--- config.mk ---
export PLATFORM = sky130hd
export DESIGN_NAME = ref_pulse_gen
export DESIGN_NICKNAME = d
export VERILOG_FILES = /design/src/rtl/pulse_pkg.sv /design/src/rtl/glitch_filter.sv /design/src/rtl/ref_pulse_gen.sv
export SDC_FILE = /design/constraint.sdc
export NUM_CORES = 1
export LEC_CHECK = 0
export CAP_MARGIN = 10
export CORE_MARGIN = 4
export CORE_UTILIZATION = 56
export CTS_CLUSTER_SIZE = 8
export DETAILED_ROUTE_END_ITERATION = 7
export PLACE_DENSITY = 0.78
export SYNTH_ARGS = -nofsm -noshare
export SYNTH_HDL_FRONTEND = slang
export SYNTH_HIERARCHICAL = 1
export SYNTH_SLANG_ARGS = --single-unit
export TNS_END_PERCENT = 30
--- constraint.sdc ---
create_clock -name alg_clk -period 2.15 [get_ports alg_clk]
set_input_delay 0.43 -clock alg_clk [delete_from_list [all_inputs] [get_ports alg_clk]]
set_output_delay 0.43 -clock alg_clk [all_outputs]
set_load 0.02 [all_outputs]
--- src/rtl/pulse_pkg.sv ---
// Shared definitions for the reference pulse path: FSM state encoding and a
// counter-width helper used by the filter and holdoff counters.
package pulse_pkg;

    localparam logic [1:0] ENC_IDLE    = 2'd0;
    localparam logic [1:0] ENC_ARMED   = 2'd1;
    localparam logic [1:0] ENC_HOLDOFF = 2'd2;

    typedef enum logic [1:0] {
        ST_IDLE    = ENC_IDLE,
        ST_ARMED   = ENC_ARMED,
        ST_HOLDOFF = ENC_HOLDOFF
    } pulse_state_e;

    // Bits needed to hold any value in 0..max_val (never less than 1).
    function automatic int cnt_width(input int max_val);
        int w;
        w = 1;
        while ((1 << w) <= max_val) begin
            w = w + 1;
        end
        return w;
    endfunction

endpackage

--- src/rtl/glitch_filter.sv ---
// Two-flop synchronizer followed by a persistence filter: the output level only
// changes after the synchronized input has held the new level FILT_LEN cycles.
module glitch_filter
    import pulse_pkg::*;
#(
    parameter int FILT_LEN = 4
) (
    input  logic alg_clk,
    input  logic alg_rst,
    input  logic din,
    output logic dout
);

    localparam int            CNT_W    = cnt_width(FILT_LEN);
    localparam logic [CNT_W-1:0] CNT_LAST = CNT_W'(FILT_LEN - 1);

    logic             r_sync1;
    logic             r_sync2;
    logic             r_level;
    logic [CNT_W-1:0] r_cnt;

    always_ff @(posedge alg_clk) begin
        if (alg_rst) begin
            r_sync1 <= 1'b0;
            r_sync2 <= 1'b0;
            r_level <= 1'b0;
            r_cnt   <= '0;
        end else begin
            r_sync1 <= din;
            r_sync2 <= r_sync1;
            // The FILT_LEN-th consecutive differing sample flips the level.
            if (r_sync2 == r_level) begin
                r_cnt <= '0;
            end else if (r_cnt == CNT_LAST) begin
                r_level <= ~r_level;
                r_cnt   <= '0;
            end else begin
                r_cnt <= r_cnt + CNT_W'(1);
            end
        end
    end

    assign dout = r_level;

endmodule

--- src/rtl/ref_pulse_gen.sv ---
// Turns the asynchronous chopper reference into rate-limited single-cycle pulses,
// measures the spacing between accepted pulses and flags a lost reference.
//
// state   | meaning
// IDLE    | disabled; counters, first-pulse flag and ref_lost held clear
// ARMED   | next candidate rising edge is accepted and emitted as a pulse
// HOLDOFF | HOLDOFF cycles after a pulse; candidate edges are dropped
module ref_pulse_gen
    import pulse_pkg::*;
#(
    parameter int FILT_LEN = 4,
    parameter int HOLDOFF  = 1000,
    parameter int PERIOD_W = 24,
    parameter int TIMEOUT  = 2000000
) (
    input  logic                alg_clk,
    input  logic                alg_rst,
    input  logic                ref_in,
    input  logic                enable,
    output logic                pulse_out,
    output logic [PERIOD_W-1:0] period_out,
    output logic                period_valid,
    output logic                ref_lost
);

    localparam int                HOLD_W    = cnt_width(HOLDOFF);
    localparam logic [HOLD_W-1:0] HOLD_LAST = HOLD_W'(HOLDOFF - 1);
    localparam logic [PERIOD_W-1:0] PER_MAX = '1;
    localparam logic [PERIOD_W-1:0] TO_VAL  = PERIOD_W'(TIMEOUT);

    logic                w_filt;
    logic                r_filt_d;
    logic                r_cand;

    pulse_state_e        r_state;
    logic                r_pulse;
    logic                r_pvalid;
    logic [PERIOD_W-1:0] r_period;
    logic                r_lost;
    logic [PERIOD_W-1:0] r_cnt;
    logic [HOLD_W-1:0]   r_hold;
    logic                r_first;

    glitch_filter #(
        .FILT_LEN (FILT_LEN)
    ) u_filt (
        .alg_clk (alg_clk),
        .alg_rst (alg_rst),
        .din     (ref_in),
        .dout    (w_filt)
    );

    // Candidate edge is registered so the ref_in-to-pulse latency is a fixed
    // FILT_LEN+3 cycles regardless of FSM state.
    always_ff @(posedge alg_clk) begin
        if (alg_rst) begin
            r_filt_d <= 1'b0;
            r_cand   <= 1'b0;
        end else begin
            r_filt_d <= w_filt;
            r_cand   <= w_filt & ~r_filt_d;
        end
    end

    always_ff @(posedge alg_clk) begin
        if (alg_rst) begin
            r_state  <= ST_IDLE;
            r_pulse  <= 1'b0;
            r_pvalid <= 1'b0;
            r_period <= '0;
            r_lost   <= 1'b0;
            r_cnt    <= '0;
            r_hold   <= '0;
            r_first  <= 1'b0;
        end else if (!enable) begin
            r_state  <= ST_IDLE;
            r_pulse  <= 1'b0;
            r_pvalid <= 1'b0;
            r_lost   <= 1'b0;
            r_cnt    <= '0;
            r_hold   <= '0;
            r_first  <= 1'b0;
        end else begin
            r_pulse  <= 1'b0;
            r_pvalid <= 1'b0;

            if (r_state != ST_IDLE) begin
                if (r_cnt != PER_MAX) begin
                    r_cnt <= r_cnt + PERIOD_W'(1);
                end
                if (r_cnt == TO_VAL) begin
                    r_lost <= 1'b1;
                end
            end

            case (r_state)
                ST_IDLE: begin
                    r_state <= ST_ARMED;
                end
                ST_ARMED: begin
                    // Assignments here override the free-running updates above.
                    if (r_cand) begin
                        r_pulse <= 1'b1;
                        r_state <= ST_HOLDOFF;
                        r_hold  <= '0;
                        r_cnt   <= PERIOD_W'(1);
                        r_lost  <= 1'b0;
                        r_first <= 1'b1;
                        if (r_first) begin
                            r_period <= r_cnt;
                            r_pvalid <= 1'b1;
                        end
                    end
                end
                ST_HOLDOFF: begin
                    if (r_hold == HOLD_LAST) begin
                        r_state <= ST_ARMED;
                    end else begin
                        r_hold <= r_hold + HOLD_W'(1);
                    end
                end
                default: begin
                    r_state <= ST_IDLE;
                end
            endcase
        end
    end

    assign pulse_out    = r_pulse;
    assign period_valid = r_pvalid;
    assign period_out   = r_period;
    assign ref_lost     = r_lost;

endmodule

==> impl_metrics.json, run 1 <==
{
  "antenna_violation_net_count_after_detailed_routing": 0,
  "crit_path_start_kind": "register",
  "timing_hold_violations_final": 0,
  "fin_skew_ns": 0.00834,
  "finalSetupViolations": 0,
  "place.detailed.hpwl_um": 4630,
  "grt_setup_unrepaired": "no",
  "initial_core_util_pct": 58.0,
  "final_common_cell": "dfxtp_1",
  "core-area_um2": 5540,
  "yosys_most_used_dff": "dfxtp_1",
  "synth-seq-area-share_pct": 44.9,
  "first_global_vias": 2515,
  "min-delay-path-class": "reg2reg",
  "antennaDiodeCount": 0,
  "gp_routability_congestion": 0.925,
  "grt_start_max_net_pins": 33,
  "ctsLongestPathBuffers": 2,
  "drv_slew": 0,
  "vias": 2624,
  "final_area_um2": 3720,
  "final_cell_mix": "dfxtp_1, nand2_1, a21oi_1",
  "ys_seq_elements": 72,
  "timing.fmax_mhz": 508,
  "worst_slew_margin_rel_pct": 68.1,
  "detailedRoute.firstPassIterationCount": 5,
  "synth-async-reset-ratio_pct": 0,
  "dp_worst_setup_slack_ns": 0.206,
  "worst-slew-pin-transition_ns": 0.474,
  "synthDistinctLibCells": 51,
  "synthesis.area_per_instance_um2": 8.68,
  "grt_overflow": 0,
  "finalWorstSetupSlack_ns": 0.180,
  "cts_root_buf": "clkbuf_8",
  "grt_antenna_before_repair": 0,
  "synthToLayoutAreaGrowth_pct": 15.9,
  "yosys_warnings": 6,
  "post_syn_nets": 379,
  "synth_top_cells_by_area": "dfxtp_1, nand2_1, a21oi_1",
  "final.period_utilization_pct": 91.6,
  "route.detailed.drc": 0,
  "synthDominantCellAreaShare_pct": 44.9,
  "critPathArrivalTime_ns": 2.21,
  "fp.dieH_um": 83.7,
  "drive_gt1_share_pct": 10.1,
  "post_drt_via_cell_ratio": 5.50,
  "post_detailed_placement_cell_area_um2": 3560,
  "cts-hold-fix-buffers": 0,
  "synth_area_um2": 3210,
  "end_kind": "register",
  "htree_num_levels": 3,
  "std_cell_rows": 27,
  "synth-edff-count": 0,
  "power.leakage_nw": 1.23,
  "vdd_drop_max_mv": 0.419,
  "detail_route.wirelength_um": 6490,
  "numPortBuffers": 30,
  "cp_data_required_time_ns": 2.39,
  "power.density_cell_area_nw_per_um2": 618,
  "floorplan.io_pins": 31,
  "critPathKind": "reg2reg",
  "fin_crit_ns": 1.97,
  "post_synth_inst_count": 370,
  "critical_path.max_fanout": 6,
  "setup-tns-final_ns": 0,
  "synth_top_area_cell": "dfxtp_1",
  "final_net_count": 409,
  "drv.max_cap_violation_count": 0,
  "overall_die_area_um2": 7010,
  "total_track_usage_pct": 20.4,
  "worst_skew_pair.late_latency_ns": 0.35,
  "grt_first_pass_wirelength_um": 11600,
  "dr.first_iter.drc_count": 139,
  "cts_buffer_count": 9,
  "outcome": "completed",
  "tritoncts_clock_tree": "built",
  "fp.dieW_um": 83.7,
  "numClockSinks": 72,
  "postCtsSetupRepairBufs": 0,
  "cts.reportedPaths.clkPinSlew_ns": 0.07,
  "per_cell_routed_wire_length_um": 13.6,
  "postCtsResizedCells": 0
}
[worst max-delay path, cell delays in order, from the launching register on]
cell	delay (ns)
dfxtp_1	0.41
ha_1	0.23
nand4_2	0.22
or4_4	0.54
nor4_2	0.22
xnor2_1	0.17
nor2_1	0.05
[routing by layer]
metal	global-route usage [%]	vias up	share of wire, %
met2	32.8	48	47
met4	11.3	0	2.4
met5	0	-	0
met3	4.44	16	4.1
li1	-	1347	-
met1	25.2	1213	47
[path summary, 6_finish.rpt]
check	from	end	slack, ns	depth (start not counted)
max	r_cnt[0]$_SDFF_PP0_	r_cnt[20]$_SDFF_PP0_	0.18	6
min	r_filt_d$_SDFF_PP0_	r_cand$_SDFF_PP0_	0.39	1
max reg2reg	r_cnt[0]$_SDFF_PP0_	r_cnt[20]$_SDFF_PP0_	0.18	6
min reg2reg	r_filt_d$_SDFF_PP0_	r_cand$_SDFF_PP0_	0.39	1
[state kept, by name, summed over array words and instances (netlist names)]
register and cells:
u_filt/r_sync2 1, u_filt/r_sync1 1, period_valid 1, ref_lost 1, r_cand 1, r_first 1, u_filt/r_cnt 3, r_filt_d 1
pulse_out 1, r_hold 10, u_filt/dout 1, r_state 2, r_cnt 24, period_out 24
[cell type report]
| class | count | area (um2) |
|---|---|---|
| multi-input cells | 269 | 1620 |
| flip-flops and latches | 72 | 1440 |
| repair buffers | 42 | 390 |
| well taps | 72 | 90.1 |
| clock buffers | 10 | 128 |
| clock inverters | 6 | 36.3 |
| inverters | 6 | 22.5 |
| fillers | 499 | 1820 |
[stage by stage]
| step | total power [mW] | util (%) | cells | hold WS [ns] |
|---|---|---|---|---|
| after floorplan | 1.41 | - | 370 | 0.367 |
| final | 2.30 | 67.2 | 477 | 0.385 |
| after global routing | 2.41 | 67.2 | 477 | 0.396 |
| after global placement | 1.42 | 64.3 | 461 | 0.374 |
| after CTS | 2.32 | 67.2 | 477 | 0.388 |
| after detailed placement | 1.42 | 64.3 | 461 | 0.379 |
[synthesized netlist by cell type (all sizes together) (2+ instances only)]
master	instances
a211oi	8
mux2i	2
nor2	40
nand2b	4
clkbuf	10
a21oi	41
nor4b	5
o21ai	4
buf	13
o211ai	4
nand2	63
and2	2
and4	2
nor2b	6
nand4	10
ha	5
nor3	4
xor2	5
nand4b	3
nor4	9
nand3	11
dfxtp	72
and3	2
or4	5
inv	6
xnor2	20
[cells by family (layout without fill, tap and decap cells)]
kind of cell / count (synthesis) / in the layout / share of synthesized area (%)
DFF: 72 / 72 / 44.9
xor gates and xnor gates: 25 / 25 / 6.82
adders and majority gates: 5 / 5 / 1.95
AOI/OAI and AO/OA: 64 / 64 / 11.6
and+or+nand+nor: 173 / 173 / 29.3
buffers and inverters: 29 / 64 / 4.83
muxes: 2 / 2 / 0.623
[power breakdown]
part | leakage, nW | internal (mW) | switching (mW)
sequential | 0.580 | 1.34 | 0.00477
combinational | 0.565 | 0.0179 | 0.0304
clock | 0.0858 | 0.412 | 0.501
Power figures use the tool's default switching activity.
==> run 2, diff against run 1 <==
- PLACE_DENSITY: 0.78 -> 0.77
- clock period: 2.15 -> 1.97 ns (I/O delays scaled with it)
==> run 2 against run 1 <==
Core utilization increased by 3.8 points. Fmax up 8.0%. Clock skew shrank 0.0025 ns. Sequential share of layout area is 2.1 points lower. Clock-buffer cell count did not move. Critical path type unchanged.
==> impl_metrics.json, run 2 (synthesized netlist as in run 1, its figures left out) <==
{
  "postCtsResizedCells": 0,
  "grt_antenna_before_repair": 0,
  "postCtsSetupRepairBufs": 0,
  "placed_cells_incl_taps": 474,
  "fin_skew_ns": 0.00581,
  "fin_crit_ns": 1.82,
  "finalSetupViolations": 0,
  "final_common_cell": "dfxtp_1",
  "grt_setup_unrepaired": "no",
  "cts_buffer_count": 9,
  "per_cell_routed_wire_length_um": 13.7,
  "worst-slew-pin-transition_ns": 0.538,
  "drv_slew": 0,
  "hold_ws_ns": 0.393,
  "critical_path.max_fanout": 6,
  "cp-endpoint": "r_cnt[14]$_SDFF_PP0_",
  "cts_root_buf": "clkbuf_8",
  "end_kind": "register",
  "final_net_count": 422,
  "numClockSinks": 72,
  "power.density_cell_area_nw_per_um2": 742,
  "fill_cells": 442,
  "power.share.switching_pct": 19.6,
  "drv.max_cap_violation_count": 0,
  "vdd_drop_max_mv": 0.425,
  "timing.reg2reg.worst_path_depth": 5,
  "cts-hold-fix-buffers": 0,
  "power.leakage_nw": 1.34,
  "outcome": "completed",
  "worst_slew_margin_rel_pct": 63.7,
  "fp.dieH_um": 83.7,
  "min-delay-path-class": "reg2reg",
  "total_track_usage_pct": 20.6,
  "critPathKind": "reg2reg",
  "rr_endpoint": "r_cnt[14]$_SDFF_PP0_",
  "cts.reportedPaths.clkPinSlew_ns": 0.07,
  "timing_hold_violations_final": 0,
  "detailedRoute.firstPassIterationCount": 4,
  "r2r_start": "r_cnt[4]$_SDFF_PP0_",
  "first_global_vias": 2611,
  "drive_gt1_share_pct": 13.2,
  "grt_first_pass_wirelength_um": 11700,
  "post-route-util_pct": 71.0,
  "overall_die_area_um2": 7010,
  "floorplan.io_pins": 31,
  "timing.critical_path.from": "r_cnt[4]$_SDFF_PP0_",
  "power.share.sequential_pct": 50.1,
  "final_cell_mix": "dfxtp_1, nand2_1, a21oi_1",
  "timing.fmax_mhz": 548,
  "tritoncts_clock_tree": "built",
  "worst_skew_pair.late_latency_ns": 0.35,
  "power_frac_comb_pct": 2.0,
  "dr.first_iter.drc_count": 184,
  "cp_data_required_time_ns": 2.25,
  "numPortBuffers": 30,
  "stdcell_count": 489,
  "critPathArrivalTime_ns": 2.10,
  "htree_num_levels": 3,
  "crit_path_start_kind": "register",
  "initial_core_util_pct": 58.0,
  "std_cell_rows": 27,
  "vias": 2712,
  "post_drt_via_cell_ratio": 5.55,
  "fp.dieW_um": 83.7,
  "report.power.total_mw": 2.92,
  "setup-tns-final_ns": 0,
  "antennaDiodeCount": 0,
  "ctsLongestPathBuffers": 2,
  "setup.reg_to_reg.worst_slack_ns": 0.15,
  "power_frac_clock_pct": 48.0,
  "grt_start_max_net_pins": 33,
  "synthToLayoutAreaGrowth_pct": 22.5,
  "detail_route.wirelength_um": 6690,
  "total_net_switching_power_uw": 573,
  "gp_routability_congestion": 0.887,
  "design_internal_power_mw": 2.35,
  "grt_overflow": 0,
  "place.detailed.hpwl_um": 4820,
  "route.detailed.drc": 0,
  "final.period_utilization_pct": 92.6,
  "antenna_violation_net_count_after_detailed_routing": 0,
  "core-area_um2": 5540,
  "hold_path_depth": 1
}
==> run 2: cell types whose count changed in the layout (fill, tap and decap cells not counted), sizes merged <==
cell / before / now
clkinv: 5 / 0
buf: 12 / 25
bufinv: 0 / 3
clkinvlp: 1 / 2
==> run 2: metal layers <==
metal	track usage (%)	routed length, um	vias to the layer above
met2	35.7	3280	50
met1	24.4	2980	1281
met5	0	0	-
met4	9.65	127	0
li1	-	-	1370
met3	4.05	295	11
==> run 2: worst max-delay path, stage by stage, from the launching register on <==
cell	delay (ns)
dfxtp_1	0.44
nand4_2	0.22
nor4_4	0.42
nand4b_1	0.18
a2111o_1	0.40
o21ai_0	0.08
==> run 2: how the worst min path moves through the flow <==
stage	start	endpoint	slack [ns]
5_1_grt	r_filt_d$_SDFF_PP0_	r_cand$_SDFF_PP0_	0.41
3_5_place_dp	r_filt_d$_SDFF_PP0_	r_cand$_SDFF_PP0_	0.38
3_3_place_gp	r_filt_d$_SDFF_PP0_	r_cand$_SDFF_PP0_	0.38
4_1_cts	r_filt_d$_SDFF_PP0_	r_cand$_SDFF_PP0_	0.39
6_report	r_filt_d$_SDFF_PP0_	r_cand$_SDFF_PP0_	0.39
2_1_floorplan	r_filt_d$_SDFF_PP0_	r_cand$_SDFF_PP0_	0.37
==> run 2: layout make-up <==
type | count | area, um2 | area share (%)
clock buffers | 10 | 138 | 3.50
clock inverters | 5 | 105 | 2.67
inverters | 6 | 22.5 | 0.572
multi-input cells | 269 | 1620 | 41.2
flip-flops and latches | 72 | 1440 | 36.6
well taps | 72 | 90.1 | 2.29
repair buffers | 55 | 517 | 13.1
==> run 2: through the flow <==
| step | worst slack, ns | cell area [um2] |
|---|---|---|
| 2_1_floorplan | 0.168 | 3210 |
| 3_3_place_gp | 0.149 | 3680 |
| 3_5_place_dp | 0.0832 | 3680 |
| 4_1_cts | 0.0713 | 3930 |
| 5_1_grt | 0.0107 | 3940 |
| 6_report | 0.146 | 3940 |
==> run 2: power groups by stage <==
stage	clock network [mW]	registers [mW]	logic [mW]
global route	1.49	1.46	0.0651
finish	1.40	1.46	0.0581
CTS	1.43	1.46	0.0590
global placement	0	1.50	0.0569
detailed placement	0	1.50	0.0584
floorplan	0	1.50	0.0392
